[config.mk]
export PLATFORM = sky130hd
export DESIGN_NAME = alu_arb_flat
export DESIGN_NICKNAME = d
export VERILOG_FILES = /design/src/rtl/alu_pkg.sv /design/src/rtl/alu_arb_if.sv /design/src/rtl/rr_arb2.sv /design/src/rtl/alu_arb.sv /design/src/flat_wrapper.sv
export SDC_FILE = /design/constraint.sdc
export NUM_CORES = 1
export LEC_CHECK = 0
export CAP_MARGIN = 15
export CORE_MARGIN = 8
export CORE_UTILIZATION = 31
export DETAILED_ROUTE_END_ITERATION = 16
export HOLD_SLACK_MARGIN = 0.02
export PLACE_DENSITY = 0.79
export SYNTH_ARGS = -nofsm -noshare
export SYNTH_HDL_FRONTEND = slang
export SYNTH_SLANG_ARGS = --single-unit
[constraint.sdc]
create_clock -name clk -period 1.4 [get_ports clk]
set_input_delay 0.14 -clock clk [delete_from_list [all_inputs] [get_ports clk]]
set_output_delay 0.14 -clock clk [all_outputs]
set_load 0.005 [all_outputs]
[src/rtl/alu_pkg.sv]
// ALU opcode map, opcode legality check and ALU latency shared by the
// arbiter, its sub-blocks and the bench.
package alu_pkg;

  typedef enum logic [4:0] {
    OP_NOP  = 5'h00, OP_ADD  = 5'h01, OP_ADC  = 5'h02, OP_SUB  = 5'h03,
    OP_SBC  = 5'h04, OP_AND  = 5'h05, OP_OR   = 5'h06, OP_XOR  = 5'h07,
    OP_NOT  = 5'h08, OP_SHL  = 5'h09, OP_SHR  = 5'h0A, OP_ROL  = 5'h0B,
    OP_ROR  = 5'h0C, OP_INC  = 5'h0D, OP_DEC  = 5'h0E, OP_SWAP = 5'h0F,
    OP_MOV  = 5'h1E
  } alu_op_e;

  localparam int ALU_LATENCY = 1;

  // Legal opcodes are the low half of the map plus MOV; everything else in
  // 10000..11111 is reported as an error but still executed.
  function automatic logic op_legal(input logic [4:0] op);
    return (op[4] == 1'b0) || (op == OP_MOV);
  endfunction

endpackage

[src/rtl/alu_arb_if.sv]
// Bundle of request, response and ALU-side signals for alu_arb.
// Lock inputs exist only when ALU_ARB_LOCK_EN is defined.
interface alu_arb_if #(parameter int DW = 8);

  logic          req0_valid, req0_ready;
  logic [4:0]    req0_op;
  logic [DW-1:0] req0_rd, req0_ra;
  logic          req1_valid, req1_ready;
  logic [4:0]    req1_op;
  logic [DW-1:0] req1_rd, req1_ra;
`ifdef ALU_ARB_LOCK_EN
  logic          req0_lock, req1_lock;
`endif

  logic          rsp0_valid, rsp0_cy, rsp0_zy, rsp0_err;
  logic [DW-1:0] rsp0_data;
  logic          rsp1_valid, rsp1_cy, rsp1_zy, rsp1_err;
  logic [DW-1:0] rsp1_data;

  logic          en_alu;
  logic [4:0]    aluop;
  logic [DW-1:0] RD, RA;
  logic [DW-1:0] alu_out;
  logic          alu_cy, alu_zy;

  modport slave (
`ifdef ALU_ARB_LOCK_EN
    input  req0_lock, req1_lock,
`endif
    input  req0_valid, req0_op, req0_rd, req0_ra,
    input  req1_valid, req1_op, req1_rd, req1_ra,
    output req0_ready, req1_ready,
    output rsp0_valid, rsp0_data, rsp0_cy, rsp0_zy, rsp0_err,
    output rsp1_valid, rsp1_data, rsp1_cy, rsp1_zy, rsp1_err,
    output en_alu, aluop, RD, RA,
    input  alu_out, alu_cy, alu_zy
  );

  modport master (
`ifdef ALU_ARB_LOCK_EN
    output req0_lock, req1_lock,
`endif
    output req0_valid, req0_op, req0_rd, req0_ra,
    output req1_valid, req1_op, req1_rd, req1_ra,
    input  req0_ready, req1_ready,
    input  rsp0_valid, rsp0_data, rsp0_cy, rsp0_zy, rsp0_err,
    input  rsp1_valid, rsp1_data, rsp1_cy, rsp1_zy, rsp1_err,
    input  en_alu, aluop, RD, RA,
    output alu_out, alu_cy, alu_zy
  );

endinterface

[src/rtl/rr_arb2.sv]
// Two-way round-robin arbiter; a one-hot hold input pins the grant on a
// requester for as long as it stays valid.
module rr_arb2 (
  input  logic       clk,
  input  logic       reset,
  input  logic [1:0] valid,
  input  logic [1:0] hold,
  output logic [1:0] grant
);

  logic last_q;

  // Grant is only ever given to a valid requester, so grant == handshake.
  always_comb begin
    grant = 2'b00;
    if (reset)
      grant = 2'b00;
    else if (hold[0] && valid[0])
      grant = 2'b01;
    else if (hold[1] && valid[1])
      grant = 2'b10;
    else if (valid == 2'b11)
      grant = last_q ? 2'b01 : 2'b10;
    else
      grant = valid;
  end

  // last_q records which requester the last handshake served; it resets to 1
  // so requester 0 wins the first contested cycle.
  always_ff @(posedge clk) begin
    if (reset)
      last_q <= 1'b1;
    else if (grant[0])
      last_q <= 1'b0;
    else if (grant[1])
      last_q <= 1'b1;
  end

endmodule

[src/rtl/alu_arb.sv]
// Two-requester front end for a single-cycle ALU: round-robin grant, issue
// register, response return. Define ALU_ARB_LOCK_EN for carry-chain locking.
module alu_arb
  import alu_pkg::*;
#(
  parameter int DW = 8
) (
  input logic      clk,
  input logic      reset,
  alu_arb_if.slave bus
);

  logic [1:0]    valid, hold, grant;
  logic [4:0]    op_in;
  logic [DW-1:0] rd_in, ra_in;

  logic          s1_valid, s1_id;
  logic [4:0]    s1_op;
  logic [DW-1:0] s1_rd, s1_ra;
  logic          s2_valid, s2_id, s2_err;
  logic          rsp0_hit, rsp1_hit;

  assign valid = {bus.req1_valid, bus.req0_valid};

`ifdef ALU_ARB_LOCK_EN
  logic [1:0] lock_q;

  // A handshake sets or clears its own lock; a locked requester that drops
  // valid for a cycle loses the lock.
  always_ff @(posedge clk) begin
    if (reset)
      lock_q <= 2'b00;
    else if (grant[0])
      lock_q <= {1'b0, bus.req0_lock};
    else if (grant[1])
      lock_q <= {bus.req1_lock, 1'b0};
    else
      lock_q <= lock_q & valid;
  end

  assign hold = lock_q;
`else
  assign hold = 2'b00;
`endif

  rr_arb2 u_arb (
    .clk   (clk),
    .reset (reset),
    .valid (valid),
    .hold  (hold),
    .grant (grant)
  );

  assign bus.req0_ready = grant[0];
  assign bus.req1_ready = grant[1];

  always_comb begin
    op_in = bus.req0_op;
    rd_in = bus.req0_rd;
    ra_in = bus.req0_ra;
    if (grant[1]) begin
      op_in = bus.req1_op;
      rd_in = bus.req1_rd;
      ra_in = bus.req1_ra;
    end
  end

  // Stage 1 holds the op presented to the ALU; stage 2 tracks whose result
  // the ALU is returning this cycle.
  always_ff @(posedge clk) begin
    if (reset) begin
      s1_valid <= 1'b0;
      s1_id    <= 1'b0;
      s1_op    <= '0;
      s1_rd    <= '0;
      s1_ra    <= '0;
      s2_valid <= 1'b0;
      s2_id    <= 1'b0;
      s2_err   <= 1'b0;
    end else begin
      s1_valid <= |grant;
      s1_id    <= grant[1];
      s1_op    <= (|grant) ? op_in : '0;
      s1_rd    <= (|grant) ? rd_in : '0;
      s1_ra    <= (|grant) ? ra_in : '0;
      s2_valid <= s1_valid;
      s2_id    <= s1_id;
      s2_err   <= s1_valid && !op_legal(s1_op);
    end
  end

  assign bus.en_alu = s1_valid && !reset;
  assign bus.aluop  = reset ? '0 : s1_op;
  assign bus.RD     = reset ? '0 : s1_rd;
  assign bus.RA     = reset ? '0 : s1_ra;

  assign rsp0_hit = s2_valid && !s2_id && !reset;
  assign rsp1_hit = s2_valid &&  s2_id && !reset;

  assign bus.rsp0_valid = rsp0_hit;
  assign bus.rsp0_data  = rsp0_hit ? bus.alu_out : '0;
  assign bus.rsp0_cy    = rsp0_hit && bus.alu_cy;
  assign bus.rsp0_zy    = rsp0_hit && bus.alu_zy;
  assign bus.rsp0_err   = rsp0_hit && s2_err;

  assign bus.rsp1_valid = rsp1_hit;
  assign bus.rsp1_data  = rsp1_hit ? bus.alu_out : '0;
  assign bus.rsp1_cy    = rsp1_hit && bus.alu_cy;
  assign bus.rsp1_zy    = rsp1_hit && bus.alu_zy;
  assign bus.rsp1_err   = rsp1_hit && s2_err;

endmodule

[src/flat_wrapper.sv]
// flat-port wrapper written by rule: the top's interface ports become plain ports
module alu_arb_flat import alu_pkg::*;
#(
  parameter int DW = 8
)
  (clk, reset, bus_req0_valid, bus_req0_op, bus_req0_rd, bus_req0_ra, bus_req1_valid, bus_req1_op, bus_req1_rd, bus_req1_ra, bus_req0_ready, bus_req1_ready, bus_rsp0_valid, bus_rsp0_data, bus_rsp0_cy, bus_rsp0_zy, bus_rsp0_err, bus_rsp1_valid, bus_rsp1_data, bus_rsp1_cy, bus_rsp1_zy, bus_rsp1_err, bus_en_alu, bus_aluop, bus_RD, bus_RA, bus_alu_out, bus_alu_cy, bus_alu_zy);
  alu_arb_if #(.DW(DW)) bus_i ();
  input logic clk;
  input logic reset;
  input wire logic [$bits(bus_i.req0_valid)-1:0] bus_req0_valid;
  input wire logic [$bits(bus_i.req0_op)-1:0] bus_req0_op;
  input wire logic [$bits(bus_i.req0_rd)-1:0] bus_req0_rd;
  input wire logic [$bits(bus_i.req0_ra)-1:0] bus_req0_ra;
  input wire logic [$bits(bus_i.req1_valid)-1:0] bus_req1_valid;
  input wire logic [$bits(bus_i.req1_op)-1:0] bus_req1_op;
  input wire logic [$bits(bus_i.req1_rd)-1:0] bus_req1_rd;
  input wire logic [$bits(bus_i.req1_ra)-1:0] bus_req1_ra;
  output wire logic [$bits(bus_i.req0_ready)-1:0] bus_req0_ready;
  output wire logic [$bits(bus_i.req1_ready)-1:0] bus_req1_ready;
  output wire logic [$bits(bus_i.rsp0_valid)-1:0] bus_rsp0_valid;
  output wire logic [$bits(bus_i.rsp0_data)-1:0] bus_rsp0_data;
  output wire logic [$bits(bus_i.rsp0_cy)-1:0] bus_rsp0_cy;
  output wire logic [$bits(bus_i.rsp0_zy)-1:0] bus_rsp0_zy;
  output wire logic [$bits(bus_i.rsp0_err)-1:0] bus_rsp0_err;
  output wire logic [$bits(bus_i.rsp1_valid)-1:0] bus_rsp1_valid;
  output wire logic [$bits(bus_i.rsp1_data)-1:0] bus_rsp1_data;
  output wire logic [$bits(bus_i.rsp1_cy)-1:0] bus_rsp1_cy;
  output wire logic [$bits(bus_i.rsp1_zy)-1:0] bus_rsp1_zy;
  output wire logic [$bits(bus_i.rsp1_err)-1:0] bus_rsp1_err;
  output wire logic [$bits(bus_i.en_alu)-1:0] bus_en_alu;
  output wire logic [$bits(bus_i.aluop)-1:0] bus_aluop;
  output wire logic [$bits(bus_i.RD)-1:0] bus_RD;
  output wire logic [$bits(bus_i.RA)-1:0] bus_RA;
  input wire logic [$bits(bus_i.alu_out)-1:0] bus_alu_out;
  input wire logic [$bits(bus_i.alu_cy)-1:0] bus_alu_cy;
  input wire logic [$bits(bus_i.alu_zy)-1:0] bus_alu_zy;
  assign bus_i.req0_valid = bus_req0_valid;
  assign bus_i.req0_op = bus_req0_op;
  assign bus_i.req0_rd = bus_req0_rd;
  assign bus_i.req0_ra = bus_req0_ra;
  assign bus_i.req1_valid = bus_req1_valid;
  assign bus_i.req1_op = bus_req1_op;
  assign bus_i.req1_rd = bus_req1_rd;
  assign bus_i.req1_ra = bus_req1_ra;
  assign bus_req0_ready = bus_i.req0_ready;
  assign bus_req1_ready = bus_i.req1_ready;
  assign bus_rsp0_valid = bus_i.rsp0_valid;
  assign bus_rsp0_data = bus_i.rsp0_data;
  assign bus_rsp0_cy = bus_i.rsp0_cy;
  assign bus_rsp0_zy = bus_i.rsp0_zy;
  assign bus_rsp0_err = bus_i.rsp0_err;
  assign bus_rsp1_valid = bus_i.rsp1_valid;
  assign bus_rsp1_data = bus_i.rsp1_data;
  assign bus_rsp1_cy = bus_i.rsp1_cy;
  assign bus_rsp1_zy = bus_i.rsp1_zy;
  assign bus_rsp1_err = bus_i.rsp1_err;
  assign bus_en_alu = bus_i.en_alu;
  assign bus_aluop = bus_i.aluop;
  assign bus_RD = bus_i.RD;
  assign bus_RA = bus_i.RA;
  assign bus_i.alu_out = bus_alu_out;
  assign bus_i.alu_cy = bus_alu_cy;
  assign bus_i.alu_zy = bus_alu_zy;
  alu_arb #(.DW(DW)) u_core (.clk(clk), .reset(reset), .bus(bus_i));
endmodule
Word level (Yosys, flattened, before mapping)
Index checks and enable logic that the tools add are counted.
- ROM bits: 0
- logic and storage cells: 45
- input port bits: 56
- output and inout port bits: 48
- RAM bits: 0
- latch bits: 0
- memories: 0
- register bits: 27
- shift-type cells: 0
- reduce and logical (&&, ||, !) cells: 19
- bitwise gates (word level): 2
- order comparisons: 0
- add/sub/neg operators: 0
- mux-type cells: 13
- equality and inequality tests: 2
- divide/modulo/power cells: 0
- $mul: 0
- operator list (operator ; number):
    8-bit two-way mux ; 6
    1-bit logical AND ; 12
    5-bit two-way mux ; 2
    2-bit two-way mux ; 3
    5-bit equality test, second input constant ; 1
    2-bit OR reduction ; 2
    1-bit logical NOT ; 3
    2-bit equality test, second input constant ; 1
    1-bit two-way mux ; 2
    1-bit NOT ; 2
    2-bit nonzero test ; 1
    1-bit logical OR ; 1

Logic depth before layout (Yosys ltp)
- depth after elaboration: 6
- mapped depth: 5
- depth with buffers taken out: 3

By module
Synthesis repeated with hierarchy kept, for this count alone.
- cells, all modules: 142
- area, all modules: 1317.5 sq um
- by module, submodules not included (module ; cells an instance ; instances ; area each (sq um)):
    alu_arb ; 132 ; 1 ; 1238.7
    rr_arb2 ; 10 ; 1 ; 78.8

Least setup slack after synthesis
No wires, ideal clock.
- path type: register to register
- from: register u_core.u_arb.last_q
- to: register u_core.s1_op[0]
- required time: 1283 ps
- cell stages (with the launch flop): 6
- data arrival time: 1019 ps
- path buffers: 2
- period minus slack after synthesis: 1136 ps
- setup time: 117 ps
- slack: 264 ps
- cell sequence: dfxtp_1 -> nand2_1 -> and3b_1 -> buf_2 -> buf_6 -> a22o_1
- longest elaborated chain between the ends: 6
- elaborated cells between the ends (all ways): 7
- ends and longest elaborated chain (element ; line ; source):
    start, declared ; rr_arb2.sv:11 ; logic last_q;
    start signal, assigned ; rr_arb2.sv:32 ; last_q <= 1'b1;
    start signal, assigned ; rr_arb2.sv:34 ; last_q <= 1'b0;
    start signal, assigned ; rr_arb2.sv:36 ; last_q <= 1'b1;
    2-bit two-way mux (*) ; rr_arb2.sv:23 ; grant = last_q ? 2'b01 : 2'b10;
    2-bit two-way mux (*) ; rr_arb2.sv:22 ; else if (valid == 2'b11)
    2-bit two-way mux (*) ; rr_arb2.sv:16 ; if (reset)
    named net bus_req1_ready ; flat_wrapper.sv:19 ; output wire logic [$bits(bus_i.req1_ready)-1:0] bus_req1_ready;
    2-bit OR reduction ; alu_arb.sv:83 ; s1_op <= (|grant) ? op_in : '0;
    1-bit NOT (no source line) ; -- ;
    2-bit OR reduction (no source line) ; -- ;
    end signal, assigned ; alu_arb.sv:83 ;
    end, declared ; alu_arb.sv:18 ; logic [4:0] s1_op;
Mark *: on every way through the listed nets, which the timed path passes. The rest lies on a longest branch.
A chain may end at the register's enable or synchronous reset.

Worst setup path in the final report
- from: register u_core.s2_id
- to: output bus_rsp1_data[1]
- longest elaborated chain between the ends: 3
- ends and longest elaborated chain (element ; line ; source):
    start, declared ; alu_arb.sv:20 ; logic s2_valid, s2_id, s2_err;
    start signal, assigned ; alu_arb.sv:87 ; s2_id <= s1_id;
    1-bit logical AND (2 in series) ; alu_arb.sv:98 ; assign rsp1_hit = s2_valid && s2_id && !reset;
    8-bit two-way mux ; alu_arb.sv:107 ; assign bus.rsp1_data = rsp1_hit ? bus.alu_out : '0;
    end, declared ; flat_wrapper.sv:26 ; output wire logic [$bits(bus_i.rsp1_data)-1:0] bus_rsp1_data;
No other way between the ends.

==> impl_metrics.toml <==
[status]
status = "complete, but fails checks"
violations = "negative setup slack"

[power]
p_leak_nw = 1.31
p_per_area_mw_per_mm2 = 665
max-vdd-ir-drop_uv = 345
power_mw = 1.66

[job]
drv_cap = 0

[worst_setup_path]
r2r_slack_ns = 0.17
slowest_delay_ns = 0.37
worstPathMaxFanout = 3
worst_setup_path_start_kind = "register"
crit_chain = "and3b_2, buf_6, buf_6, and2_4, buf_6"
end_kind = "output port"
cpMostUsedCell = "buf_6"
cp.required_ns = 1.26
cp.arrival_ns = 1.33
path_class = "register to output port"
critical-path-top-delay-family = "flip-flops"
crit_buf_inv = 3
critPathSlowestCell = "dfxtp_4"

[cts]
h-tree-depth = 1
tritoncts = "done"
clk_pin_slew_worst_paths_ns = 0.09
cts.path.max_buffers = 2
insertion_delay_ns = 0.26
clock-sinks = 27
root_buffer = "clkbuf_8"
cts_buffers = 3

[yosys]
synth_area_mm2 = 0.00117
async_flop_share = 0
yosys_warnings = 0
syn_inst = 116
synthFlopType = "dfxtp_1"
yosys-top-cells-count = "27 x dfxtp_1, 25 x nor2b_1, 22 x and2_1, 21 x a22o_1"
syn_area_per_cell_um2 = 10.1
yosysMostFrequentCell = "dfxtp_1"
synth_top_area_share = 0.462
ys_seq_elements = 27
ys_seq_area_frac = 0.462
synth_edf_count = 0
synth_area_leader_cell = "dfxtp_1"
synth_area_leaders = "dfxtp_1 46%, a22o_1 16%, nor2b_1 13%"
syn-num-nets = 172
synth_cell_type_count = 17

[detailed_routing]
dr.pass1.iters = 4
postRouteAntennaNets = 0
wl_per_cell_um = 16.5
routed_wl_um = 4590
drtIter0Drc = 26
routed-via-count = 1249
viasPerCell = 4.48
drc = 0

[finish]
nFillCells = 297
stdcell_count = 279
drive_gt1_frac = 0.290
nets = 288
antenna_cells = 0
fin_area_mm2 = 0.00250
area_growth_pct = 113

[timing]
tightest_slew_ns = 0.228
fin_skew_ns = 0.00263
period_needed_ns = 1.47
worst_slack_ns = -0.0714
rsz0062_at_grt = "yes"
fin_setup_tns_ns = -0.809
finalMaxSlewViolations = 0
period_share = 1.05
fmax_mhz = 680
slew_headroom = 0.848
setup_viol = 14
hold_viol = 0

[grt]
gr-usage-met1 = 0.145
gr-total-overflow = 0
gr-max-usage-layer = "met2"
grt_pass1_wl_um = 6850
grt_util_met2 = 0.275
grt_pass1_vias = 1290
grt_max_degree = 23
antenna_found_initial = 0
use_met3 = 0.0346
track_usage = 0.143

[die]
num_rows = 22
die_w_um = 77.5
start_util = 0.320
coreArea_mm2 = 0.00366
die-area_mm2 = 0.00600
io-pin-count = 104
chipHeight_um = 77.5

[placement]
gp_congestion = 0.765
place_area_mm2 = 0.00226
dp_hpwl_um = 3460
io_buffer_count = 103
dp_cells = 265

[hold_path]
holdCritPathClass = "register to register"
## final timing paths
kind                  startpoint                to  depth (start not counted)
max                 u_core.s2_id  bus_rsp1_data[1]                          5
min                 u_core.s1_id      u_core.s2_id                          1
max reg2reg  u_core.u_arb.last_q   u_core.s1_valid                          4
min reg2reg         u_core.s1_id      u_core.s2_id                          1
## what timing repair did
action / in CTS / in global routing
endpoints found under the setup margin: 55 / 37
resized for setup: 103 / 55
hold buffers: 0 / 0
cloned: 3 / 0
pin swaps: 4 / 5
setup buffers: 7 / 0
## layout by cell type, fill, tap and decap left out, drive strengths merged, types with 2 or more instances in the layout
cell and count:
and2 22, nor3b 2, nor2b 25, and3b 4, dlygate4sd2 9, a22o 21
buf 34, clkdlybuf4s50 58, dfxtp 27, clkdlybuf4s15 3, clkbuf 7, dlymetal6s2s 13
## layer usage
| layer | part of all wire | wire, um |
|---|---|---|
| met5 | 0 | 0 |
| met4 | 0.016 | 72 |
| met3 | 0.061 | 282 |
| met2 | 0.55 | 2510 |
| met1 | 0.38 | 1730 |
## registers in the layout, indices dropped and copies added, names as in the netlist
| name | cells |
|---|---|
| u_core.s1_ra | 8 |
| u_core.s2_err | 1 |
| u_core.s1_valid | 1 |
| u_core.s1_op | 5 |
| u_core.s2_id | 1 |
| u_core.u_arb.last_q | 1 |
| u_core.s2_valid | 1 |
| u_core.s1_rd | 8 |
| u_core.s1_id | 1 |
## power breakdown
group	switching, mW	leakage [nW]	internal (mW)
clock network	0.223	0.0228	0.203
logic	0.122	1.06	0.281
registers	0.0157	0.224	0.817
total	0.360	1.31	1.30
## cells by family (layout without fill, tap and decap cells)
| family | count (synthesis) | in the layout | share of synthesized area |
|---|---|---|---|
| buf+inv | 10 | 124 | 0.0545 |
| flops | 27 | 27 | 0.462 |
| simple gates | 57 | 58 | 0.323 |
| compound gates | 22 | 22 | 0.161 |
## area by class of cell
cell class                      instances  area, um^2  share of cell area
Clock buffer                            4        45.0              0.0180
Multi-Input combinational cell         80         637               0.255
Tap cell                               48        60.1              0.0240
Sequential cell                        27         546               0.218
Timing Repair Buffer                  120        1210               0.485
## stage by stage
step / hold slack [ns] / worst slack, ns / utilization
CTS: 0.449 / -0.0686 / 0.638
floorplan: 0.265 / 0.264 / -
finish: 0.444 / -0.0714 / 0.683
detailed placement: 0.436 / -0.448 / 0.617
global route: 0.446 / -0.129 / 0.683
global placement: 0.440 / -0.383 / 0.617
(Power assumes the default switching activity.)
